**src/rtl/uart_pkg.sv**
```systemverilog
// Shared definitions for the soft-core UART bridge transmit path:
// FSM state encoding, divisor width and a divisor helper.
package uart_pkg;

    localparam int UART_DIV_W = 16;

    typedef enum logic [2:0] {
        IDLE,
        START,
        DATA,
        PARITY,
        STOP
    } uart_tx_state_t;

    // Clock cycles per bit for a given clock frequency and line rate.
    function automatic logic [UART_DIV_W-1:0] uart_divisor(input longint clk_hz, input longint baud);
        return UART_DIV_W'(clk_hz / baud);
    endfunction

endpackage

```
**src/rtl/uart_tx_fifo.sv**
```systemverilog
// Single-clock byte FIFO with show-ahead output (dout is the head entry),
// so the transmitter can pop straight into its shift register.
// Pointers carry one extra wrap bit to tell full from empty.
module uart_tx_fifo #(
    parameter int DEPTH = 4,
    parameter int W     = 8
) (
    input  logic                     clk,
    input  logic                     nrst,
    input  logic                     push,
    input  logic                     pop,
    input  logic [W-1:0]             din,
    output logic [W-1:0]             dout,
    output logic                     full,
    output logic                     empty,
    output logic [$clog2(DEPTH):0]   level
);

    localparam int AW = $clog2(DEPTH);

    logic [W-1:0] mem [DEPTH];
    logic [AW:0]  wr_ptr_reg;
    logic [AW:0]  rd_ptr_reg;
    logic         do_push;
    logic         do_pop;

    assign empty   = (wr_ptr_reg == rd_ptr_reg);
    assign full    = (wr_ptr_reg[AW] != rd_ptr_reg[AW]) &&
                     (wr_ptr_reg[AW-1:0] == rd_ptr_reg[AW-1:0]);
    assign level   = wr_ptr_reg - rd_ptr_reg;
    assign dout    = mem[rd_ptr_reg[AW-1:0]];
    assign do_push = push && !full;
    assign do_pop  = pop && !empty;

    // Storage write; contents need no reset since the pointers define validity.
    always_ff @(posedge clk) begin
        if (do_push) begin
            mem[wr_ptr_reg[AW-1:0]] <= din;
        end
    end

    // Pointer update; wrap-around is natural overflow of the low bits.
    always_ff @(posedge clk) begin
        if (!nrst) begin
            wr_ptr_reg <= '0;
            rd_ptr_reg <= '0;
        end else begin
            if (do_push) wr_ptr_reg <= wr_ptr_reg + 1'b1;
            if (do_pop)  rd_ptr_reg <= rd_ptr_reg + 1'b1;
        end
    end

endmodule

```
**src/rtl/uart_tx.sv**
```systemverilog
// Buffered 8N1/8N2 UART transmitter, LSB first, back-to-back frames.
// Optional parity bit when UART_TX_PARITY_EN is defined.
// All line-side outputs are registered from the FSM state, so txd, tx_busy
// and tx_done trail the state register by one cycle, uniformly.
module uart_tx
    import uart_pkg::*;
#(
    parameter int                    CLK_HZ       = 200_000_000,
    parameter int                    BAUD         = 9600,
    parameter logic [UART_DIV_W-1:0] BAUD_DIVISOR = uart_divisor(CLK_HZ, BAUD),
    parameter int                    STOP_BITS    = 1,
    parameter int                    FIFO_DEPTH   = 4,
    parameter int                    PARITY_ODD   = 0
) (
    input  logic                          clk,
    input  logic                          nrst,
    input  logic [7:0]                    tx_data,
    input  logic                          tx_valid,
    output logic                          tx_ready,
    output logic                          tx_busy,
    output logic                          tx_done,
    output logic [$clog2(FIFO_DEPTH):0]   fifo_level,
    output logic                          txd
);

    localparam logic [UART_DIV_W-1:0] DIV_LAST = BAUD_DIVISOR - UART_DIV_W'(1);

    if (BAUD_DIVISOR < 2) begin : g_bad_divisor
        $error("uart_tx: BAUD_DIVISOR must be >= 2");
    end
    if (STOP_BITS != 1 && STOP_BITS != 2) begin : g_bad_stop
        $error("uart_tx: STOP_BITS must be 1 or 2");
    end
    if (FIFO_DEPTH < 2 || (FIFO_DEPTH & (FIFO_DEPTH - 1)) != 0) begin : g_bad_depth
        $error("uart_tx: FIFO_DEPTH must be a power of two >= 2");
    end
    if (PARITY_ODD != 0 && PARITY_ODD != 1) begin : g_bad_parity
        $error("uart_tx: PARITY_ODD must be 0 or 1");
    end

    uart_tx_state_t        state_reg;
    logic [UART_DIV_W-1:0] timer_reg;
    logic [2:0]            bit_cnt_reg;
    logic [1:0]            stop_cnt_reg;
    logic [7:0]            shift_reg;
    logic                  txd_reg;
    logic                  busy_reg;
    logic                  done_reg;
`ifdef UART_TX_PARITY_EN
    logic                  parity_reg;
`endif

    logic       fifo_full;
    logic       fifo_empty;
    logic       fifo_pop;
    logic [7:0] fifo_dout;
    logic       bit_end;
    logic       last_stop;
    logic       frame_end;
    logic       line_next;

    assign tx_ready = !fifo_full && nrst;
    assign tx_busy  = busy_reg;
    assign tx_done  = done_reg;
    assign txd      = txd_reg;

    uart_tx_fifo #(
        .DEPTH (FIFO_DEPTH),
        .W     (8)
    ) u_fifo (
        .clk   (clk),
        .nrst  (nrst),
        .push  (tx_valid && tx_ready),
        .pop   (fifo_pop),
        .din   (tx_data),
        .dout  (fifo_dout),
        .full  (fifo_full),
        .empty (fifo_empty),
        .level (fifo_level)
    );

    // Bit-end, frame-end and pop decisions; a pop happens from IDLE or at the
    // very end of the final stop bit so consecutive frames touch.
    always_comb begin
        bit_end   = (timer_reg == '0);
        last_stop = (STOP_BITS == 1) || (stop_cnt_reg == 2'd1);
        frame_end = (state_reg == STOP) && bit_end && last_stop;
        fifo_pop  = !fifo_empty && ((state_reg == IDLE) || frame_end);
    end

    // Line level implied by the current state; registered into txd.
    always_comb begin
        line_next = 1'b1;
        case (state_reg)
            START:   line_next = 1'b0;
            DATA:    line_next = shift_reg[0];
`ifdef UART_TX_PARITY_EN
            PARITY:  line_next = parity_reg;
`endif
            default: line_next = 1'b1;
        endcase
    end

`ifdef UART_TX_PARITY_EN
    // Parity of the byte being popped, captured alongside the shift register.
    always_ff @(posedge clk) begin
        if (!nrst) begin
            parity_reg <= 1'b0;
        end else if (fifo_pop) begin
            parity_reg <= (^fifo_dout) ^ PARITY_ODD[0];
        end
    end
`endif

    // Frame sequencer with registered line outputs.
    always_ff @(posedge clk) begin
        if (!nrst) begin
            state_reg    <= IDLE;
            timer_reg    <= '0;
            bit_cnt_reg  <= '0;
            stop_cnt_reg <= '0;
            shift_reg    <= '0;
            txd_reg      <= 1'b1;
            busy_reg     <= 1'b0;
            done_reg     <= 1'b0;
        end else begin
            txd_reg  <= line_next;
            busy_reg <= (state_reg != IDLE);
            done_reg <= frame_end;
            case (state_reg)
                IDLE: begin
                    if (fifo_pop) begin
                        shift_reg <= fifo_dout;
                        timer_reg <= DIV_LAST;
                        state_reg <= START;
                    end
                end
                START: begin
                    if (bit_end) begin
                        timer_reg   <= DIV_LAST;
                        bit_cnt_reg <= '0;
                        state_reg   <= DATA;
                    end else begin
                        timer_reg <= timer_reg - UART_DIV_W'(1);
                    end
                end
                DATA: begin
                    if (bit_end) begin
                        timer_reg <= DIV_LAST;
                        shift_reg <= {1'b0, shift_reg[7:1]};
                        if (bit_cnt_reg == 3'd7) begin
                            stop_cnt_reg <= '0;
`ifdef UART_TX_PARITY_EN
                            state_reg    <= PARITY;
`else
                            state_reg    <= STOP;
`endif
                        end else begin
                            bit_cnt_reg <= bit_cnt_reg + 3'd1;
                        end
                    end else begin
                        timer_reg <= timer_reg - UART_DIV_W'(1);
                    end
                end
`ifdef UART_TX_PARITY_EN
                PARITY: begin
                    if (bit_end) begin
                        timer_reg <= DIV_LAST;
                        state_reg <= STOP;
                    end else begin
                        timer_reg <= timer_reg - UART_DIV_W'(1);
                    end
                end
`endif
                STOP: begin
                    if (bit_end) begin
                        if (last_stop) begin
                            if (fifo_pop) begin
                                shift_reg <= fifo_dout;
                                timer_reg <= DIV_LAST;
                                state_reg <= START;
                            end else begin
                                state_reg <= IDLE;
                            end
                        end else begin
                            stop_cnt_reg <= stop_cnt_reg + 2'd1;
                            timer_reg    <= DIV_LAST;
                        end
                    end else begin
                        timer_reg <= timer_reg - UART_DIV_W'(1);
                    end
                end
                default: state_reg <= IDLE;
            endcase
        end
    end

endmodule
```
**config.mk**
```make
export PLATFORM = sky130hd
export DESIGN_NAME = uart_tx
export DESIGN_NICKNAME = d
export VERILOG_FILES = /design/src/rtl/uart_pkg.sv /design/src/rtl/uart_tx_fifo.sv /design/src/rtl/uart_tx.sv
export SDC_FILE = /design/constraint.sdc
export NUM_CORES = 1
export LEC_CHECK = 0
export CAP_MARGIN = 40
export CORE_MARGIN = 2
export CORE_UTILIZATION = 30
export DETAILED_ROUTE_END_ITERATION = 8
export PLACE_DENSITY = 0.48
export SLEW_MARGIN = 10
export SYNTH_ARGS = -nofsm -noshare
export SYNTH_HDL_FRONTEND = slang
export SYNTH_SLANG_ARGS = --single-unit
```
**constraint.sdc**
```tcl
create_clock -name clk -period 5.35 [get_ports clk]
set_input_delay 1.605 -clock clk [delete_from_list [all_inputs] [get_ports clk]]
set_output_delay 1.605 -clock clk [all_outputs]
set_load 0.1 [all_outputs]
```
==> results by group, run 1 <==
Run status
  • Status: finished clean

STA
  • Slew Viols, Final: 0
  • Final hold viol count: 0
  • Final period util: 0.779
  • Worst-margin pin slew: 863 ps
  • Final min period: between 4000 and 5000 ps
  • Fmax: roughly 240 MHz
  • Final setup fails: 0
  • Setup TNS: 0 ps
  • Hold WS: 461 ps
  • RSZ-0062 raised after global routing: false
  • Max transition margin: 0.420
  • Clock skew: a little under 4 ps

Yosys
  • Syn Inst Count: between 300 and 400
  • Synth warnings: 0
  • Main synth FF type: dfxtp_1
  • Synth Register Bits: 73
  • Number of distinct library cells after synthesis: 61
  • Sequential area share after synthesis: 0.498
  • Post-synth ARST share: 0
  • Syn nets: 340
  • Syn Std Cell Area: approximately 3600 sq um
  • Syn Area/Cell: 11.3 sq um
  • EDFF count, synth: 32

Global route
  • Vias in the first global route: ~2600
  • GRT Residual Overflow: 0
  • Initial antenna violation count: 0
  • First-pass GRT wire length: around 13 mm
  • Largest net degree at the start of global routing: 27
  • Total Routing Usage GR: 0.127

Clocking
  • Clk_lat worst skew: roughly 330 ps
  • CTS buffer count: 9
  • Clock Tree Root: clkbuf_16
  • H-Tree Depth: 3
  • Clock transition at path regs: 60 ps
  • CTS tree: built
  • Post-cts resize count: 0
  • Hold buffer count at CTS: 0
  • Setup bufs post-CTS: 0
  • CTS Buffer Depth: 2
  • Clk sinks: 73

Drt
  • Initial detailed-routing violation count: roughly 190
  • DR pass1 iterations: 4
  • DRT antenna net count: 0
  • Final wirelength: ~7.7 mm
  • Routed vias/inst: 5.20
  • DRC: 0
  • Vias: around 2500
  • Post-DR wirelength/cell: 15.7 um

Critical path
  • Startpoint Class: primary input
  • Buf/Inv on CP: 2
  • Critical path's largest stage delay: between 400 and 500 ps
  • Top delay family on crit path: buffers and inverters
  • CP Class: primary input to primary output
  • Req. time, crit path: roughly 3700 ps
  • Worst path arrival time: between 2000 and 3000 ps
  • CP endpoint kind: primary output
  • Crit-path cells: clkdlybuf4s50_1 > o21a_1 > buf_12
  • Worst-path fanout max: 7
  • Reg-to-reg slack, setup: around 2900 ps
  • Crit-path slowest cell: clkdlybuf4s50_1

Power
  • P_int: ~1.6 mW
  • PwrDens: approximately 640 nW/um^2
  • Sw Ratio: 0.415
  • Comb pwr share: 0.464
  • Sequential fraction of design power: 0.303
  • Leakage Power: 1.52 nW
  • Peak VDD IR: ~0.00037 V
  • Net Sw Power: around 1.1 mW
  • Clock share of power: 0.233

Die
  • Core area: ~12000 sq um
  • Num rows: 39
  • IO Count: 18
  • Die height: roughly 110 um
  • Chip width: ~110 um
  • Total die area: about 13000 sq um
  • Starting Density: 0.311

Placed design
  • Final HPWL DP: slightly above 5 mm
  • Global placer's final weighted congestion: around 0.70
  • Input/output buffers: 17

Layout
  • Commonest non-fill, non-tap cell in the layout: dfxtp_1
  • Max reg flops: 32
  • Share of cells above drive strength 1: 0.160
  • Inserted Diodes: 0
  • Area grow syn2layout: 18.6%
  • Most frequent cells in the layout: dfxtp_1, nand2_1, edfxtp_1
  • Final layout net count: 361

Worst hold path
  • Hold Path Class: flip-flop to flip-flop

Run
  • Max_cap viols: 0
## cell type report
cell class                 instances  area, sq um
fill                            1171         7270
sequential                        73         1780
multi-input combinational        215         1620
timing repair buffer              27          304
clock buffer                       9          225
tap                              143          179
clock inverter                     7         83.8
inverter                          12         45.0
## metrics by stage
step	setup slack [ps]	area [sq um]	instances	utilization	total power, mW
final	1180	4240	486	0.368	2.69
after floorplan	1170	3580	317	-	1.77
after global routing	1130	4240	486	0.368	2.88
after CTS	1180	4240	486	0.368	2.72
after global placement	1210	3830	463	0.333	1.99
after detailed placement	1190	3930	470	0.342	2.08
## worst min-delay path, delay by kind of cell (launching register included)
family           cells  cell delay, ps
DFF                  1             310
muxes                1              50
and+or+nand+nor      1              50
## cell usage after synthesis, types with 2 or more instances
cell type,n,share of area
clkbuf_8,4,0.015
and3_1,4,0.0070
buf_1,2,0.0021
nand4_1,5,0.0087
nor2_1,11,0.012
nand2b_1,5,0.0087
a221oi_1,2,0.0049
a31oi_1,8,0.014
a21o_1,2,0.0042
o21ai_0,8,0.011
xnor2_1,3,0.0073
a21oi_1,18,0.025
or3b_2,2,0.0049
and2_2,2,0.0042
or3_2,2,0.0042
nor3b_1,2,0.0042
a211oi_1,7,0.015
or3_1,3,0.0052
ha_1,11,0.038
dfxtp_1,41,0.23
clkbuf_1,6,0.0063
mux2_2,7,0.022
mux4_2,8,0.050
or4_1,4,0.0084
buf_2,2,0.0028
buf_6,2,0.0063
a311oi_1,3,0.0073
inv_1,11,0.012
a221o_1,4,0.011
mux2i_1,10,0.028
and4_1,2,0.0049
nand2_1,33,0.035
edfxtp_1,32,0.27
nor4_1,2,0.0035
nand3_1,16,0.022
or2_2,2,0.0035
nor3_1,7,0.0098
## path summary, 6_finish.rpt
check / startpoint / to / cells past startpoint
worst max-delay path: nrst / tx_ready / 3
worst min register to register: shift_reg[6]$_SDFFE_PN0P_ / shift_reg[6]$_SDFFE_PN0P_ / 2
worst max register to register: timer_reg[0]$_SDFFE_PN0P_ / state_reg[2]$_SDFFE_PN0P_ / 6
worst min-delay path: shift_reg[6]$_SDFFE_PN0P_ / shift_reg[6]$_SDFFE_PN0P_ / 2
## power by group through the flow
| stage | clock network, mW | logic [mW] | registers (mW) |
|---|---|---|---|
| final | 0.628 | 1.25 | 0.816 |
| after global routing | 0.670 | 1.37 | 0.839 |
| after CTS | 0.649 | 1.26 | 0.817 |
| after detailed placement | 0 | 1.25 | 0.828 |
| after global placement | 0 | 1.17 | 0.827 |
| after floorplan | 0 | 0.970 | 0.800 |
## routing by layer
layer	track usage	share of wire
met2	0.211	0.49
met3	0.0300	0.034
met4	0.0366	0.0072
met1	0.167	0.47
met5	0	0
## logic make-up (layout without fill, tap and decap cells)
family,after synthesis,after routing,synth area share
multiplexers,25,25,0.100
AO/OA/AOI/OAI,63,63,0.126
buffers and inverters,29,55,0.0483
XOR/XNOR,5,5,0.0143
flip-flops,73,73,0.498
adder cells (fa/ha/maj),13,13,0.0469
AND/OR/NAND/NOR,109,109,0.166
Note: power is estimated with default switching activity, not from simulation.
==> inputs of run 2 (changes only) <==
--- a/config.mk
+++ b/config.mk
@@ -9,7 +9,7 @@
 export CORE_MARGIN = 2
 export CORE_UTILIZATION = 30
 export DETAILED_ROUTE_END_ITERATION = 8
-export PLACE_DENSITY = 0.48
+export PLACE_DENSITY = 0.49
 export SLEW_MARGIN = 10
 export SYNTH_ARGS = -nofsm -noshare
 export SYNTH_HDL_FRONTEND = slang
==> constraint.sdc (replaced) <==
create_clock -name clk -period 3.38 [get_ports clk]
set_input_delay 1.014 -clock clk [delete_from_list [all_inputs] [get_ports clk]]
set_output_delay 1.014 -clock clk [all_outputs]
set_load 0.1 [all_outputs]
==> results by group, run 2 (synthesized netlist as in run 1, its figures left out) <==
Run status
  • Status: finished clean

Global route
  • Largest net degree at the start of global routing: 26 (-3.7%)
  • Total Routing Usage GR: 0.122 (-0.00540)
  • First-pass GRT wire length: 12.3 mm (-4.0%)
  • Initial antenna violation count: 0 (unchanged)
  • GRT Residual Overflow: 0 (unchanged)
  • Vias in the first global route: 2470 (-3.3%)

Drt
  • Routed vias/inst: 5.19 (-0.25%)
  • DRT antenna net count: 0 (unchanged)
  • DRC: 0 (unchanged)
  • Initial detailed-routing violation count: 126 (-33%)
  • DR pass1 iterations: 4 (unchanged)
  • Post-DR wirelength/cell: 15.3 um (-3.1%)
  • Final wirelength: 7.35 mm (-3.9%)
  • Vias: 2501 (-1.1%)

Layout
  • Inserted Diodes: 0 (unchanged)
  • Register area: 1780 sq um (unchanged)
  • Area of the multi-input gates: 1630 sq um (+0.46%)
  • Most frequent cells in the layout: dfxtp_1, nand2_1, edfxtp_1
  • Final layout net count: 357 (-1.1%)
  • Max reg flops: 32 (unchanged)
  • Share of cells above drive strength 1: 0.168 (+0.00779)
  • Commonest non-fill, non-tap cell in the layout: dfxtp_1
  • FILL cells: 1139 (-2.7%)
  • Core Util, Final: 0.361 (-0.00695)
  • Area grow syn2layout: 16.3%

Placed design
  • Global placer's final weighted congestion: 0.771 (+9.5%)
  • Input/output buffers: 17 (unchanged)
  • Dpl ws: 365 ps (-825 ps)
  • Final HPWL DP: 4.96 mm (-4.2%)

STA
  • Final setup fails: 0 (unchanged)
  • Final min period: between 3000 and 4000 ps
  • Final period util: 0.894
  • Slew Viols, Final: 0 (unchanged)
  • RSZ-0062 raised after global routing: false
  • Clock skew: 9.88 ps (+5.91 ps)
  • Max transition margin: 0.473 (+0.0528)
  • Worst-margin pin slew: 784 ps (-78.6 ps)
  • Hold WS: 455 ps (-5.59 ps)
  • Final hold viol count: 0 (unchanged)
  • PnR worst setup slack: 359 ps (-824 ps)
  • Fmax: 331 MHz
  • Setup TNS: 0 ps (unchanged)

Power
  • PwrDens: 994 nW/um^2 (+57%)
  • P_int: 2.42 mW (+54%)
  • Comb pwr share: 0.456 (-0.008)
  • Leakage Power: 1.51 nW (-1.1%)
  • Clock share of power: 0.231 (-0.002)
  • Net Sw Power: 1.72 mW (+53%)
  • Sw Ratio: 0.414 (-0.000528)
  • Sequential fraction of design power: 0.313 (+0.010)
  • Peak VDD IR: 0.000336 V (-9.4%)
  • Total power: 4.14 mW (+54%)

Clocking
  • Clk_lat worst skew: 330 ps (about the same)
  • CTS tree: built
  • Clk sinks: 73 (unchanged)
  • CTS buffer count: 9 (unchanged)
  • Setup bufs post-CTS: 0 (unchanged)
  • Post-cts resize count: 0 (unchanged)
  • Clock Tree Root: clkbuf_16
  • H-Tree Depth: 3 (unchanged)
  • CTS Buffer Depth: 2 (unchanged)
  • Hold buffer count at CTS: 0 (unchanged)
  • Clock transition at path regs: 60 ps (about the same)

Critical path
  • Crit-path slowest cell: clkdlybuf4s50_1
  • Crit-path cells: clkdlybuf4s50_1 > o21a_1 > buf_12
  • CP Class: primary input to primary output
  • Critical path's largest stage delay: 480 ps (about the same)
  • Req. time, crit path: 2370 ps (-1370 ps)
  • Worst-path fanout max: 7 (unchanged)
  • CP endpoint kind: primary output
  • Worst setup startpoint: nrst
  • FF-to-FF Start: timer_reg[0]$_SDFFE_PN0P_
  • Worst path arrival time: 2010 ps (-550 ps)
  • Startpoint Class: primary input

Die
  • Num rows: 39 (unchanged)
  • Total die area: 12800 sq um (unchanged)
  • IO Count: 18 (unchanged)
  • Chip width: 113 um (unchanged)
  • Starting Density: 0.311 (unchanged)
  • Die height: 113 um (unchanged)
  • Core area: 11500 sq um (unchanged)

Run
  • Max_cap viols: 0 (unchanged)

Worst hold path
  • Hold Path Class: flip-flop to flip-flop
  • Hold path start: bit_cnt_reg[1]$_SDFFE_PN0P_
[run 2: cell count changes in the layout (fill, tap and decap cells not counted), sizes merged]
cell and change:
clkinv +4, clkdlybuf4s50 -6, inv -3, buf +2, clkinvlp -1
[run 2: path summary, 6_finish.rpt]
path / depth (start not counted) / slack, ps / to
setup / recovery: 3 / 360 / tx_ready
hold / removal: 2 / 460 / bit_cnt_reg[1]$_SDFFE_PN0P_
setup reg to reg: 6 / 880 / timer_reg[10]$_SDFFE_PN0P_
hold reg to reg: 2 / 460 / bit_cnt_reg[1]$_SDFFE_PN0P_
[run 2: cell type report]
type	instances	share of cell area
tap	143	0.0430
clock buffer	9	0.0541
sequential	73	0.428
inverter	12	0.0108
multi-input combinational	215	0.392
timing repair buffer	23	0.0535
clock inverter	7	0.0186
[run 2: power by group through the flow]
stage	Clock (mW)	Sequential [mW]	Combinational [mW]
floorplan	0	1.27	1.54
global placement	0	1.31	1.88
detailed placement	0	1.31	1.89
CTS	0.996	1.30	1.90
global route	1.03	1.33	2.07
finish	0.957	1.29	1.89
[run 2: layer usage]
| metal | vias up | global-route usage | routed length, um |
|---|---|---|---|
| li1 | 1240 | - | - |
| met1 | 1217 | 0.153 | 3500 |
| met2 | 36 | 0.201 | 3530 |
| met3 | 8 | 0.0354 | 210 |
| met4 | 0 | 0.0415 | 102 |
| met5 | - | 0 | 0 |
[run 2: worst max-delay path: cells and delay by family]
family                 cells  cell delay, ps
buffers and inverters      2             700
AO/OA/AOI/OAI              1             290
[run 2: through the flow]
step,area (sq um),cells
after detailed placement,3860,466
after floorplan,3590,317
final,4160,482
after global placement,3860,466
after CTS,4160,482
after global routing,4160,482
==> inputs of run 3 (changes only) <==
--- a/config.mk
+++ b/config.mk
@@ -8,6 +8,7 @@
 export CAP_MARGIN = 40
 export CORE_MARGIN = 2
 export CORE_UTILIZATION = 30
+export CTS_CLUSTER_SIZE = 25
 export DETAILED_ROUTE_END_ITERATION = 8
 export PLACE_DENSITY = 0.49
 export SLEW_MARGIN = 10
==> results of run 3 <==
Same layout as run 2: the final DEF is identical, and so are final timing and power.
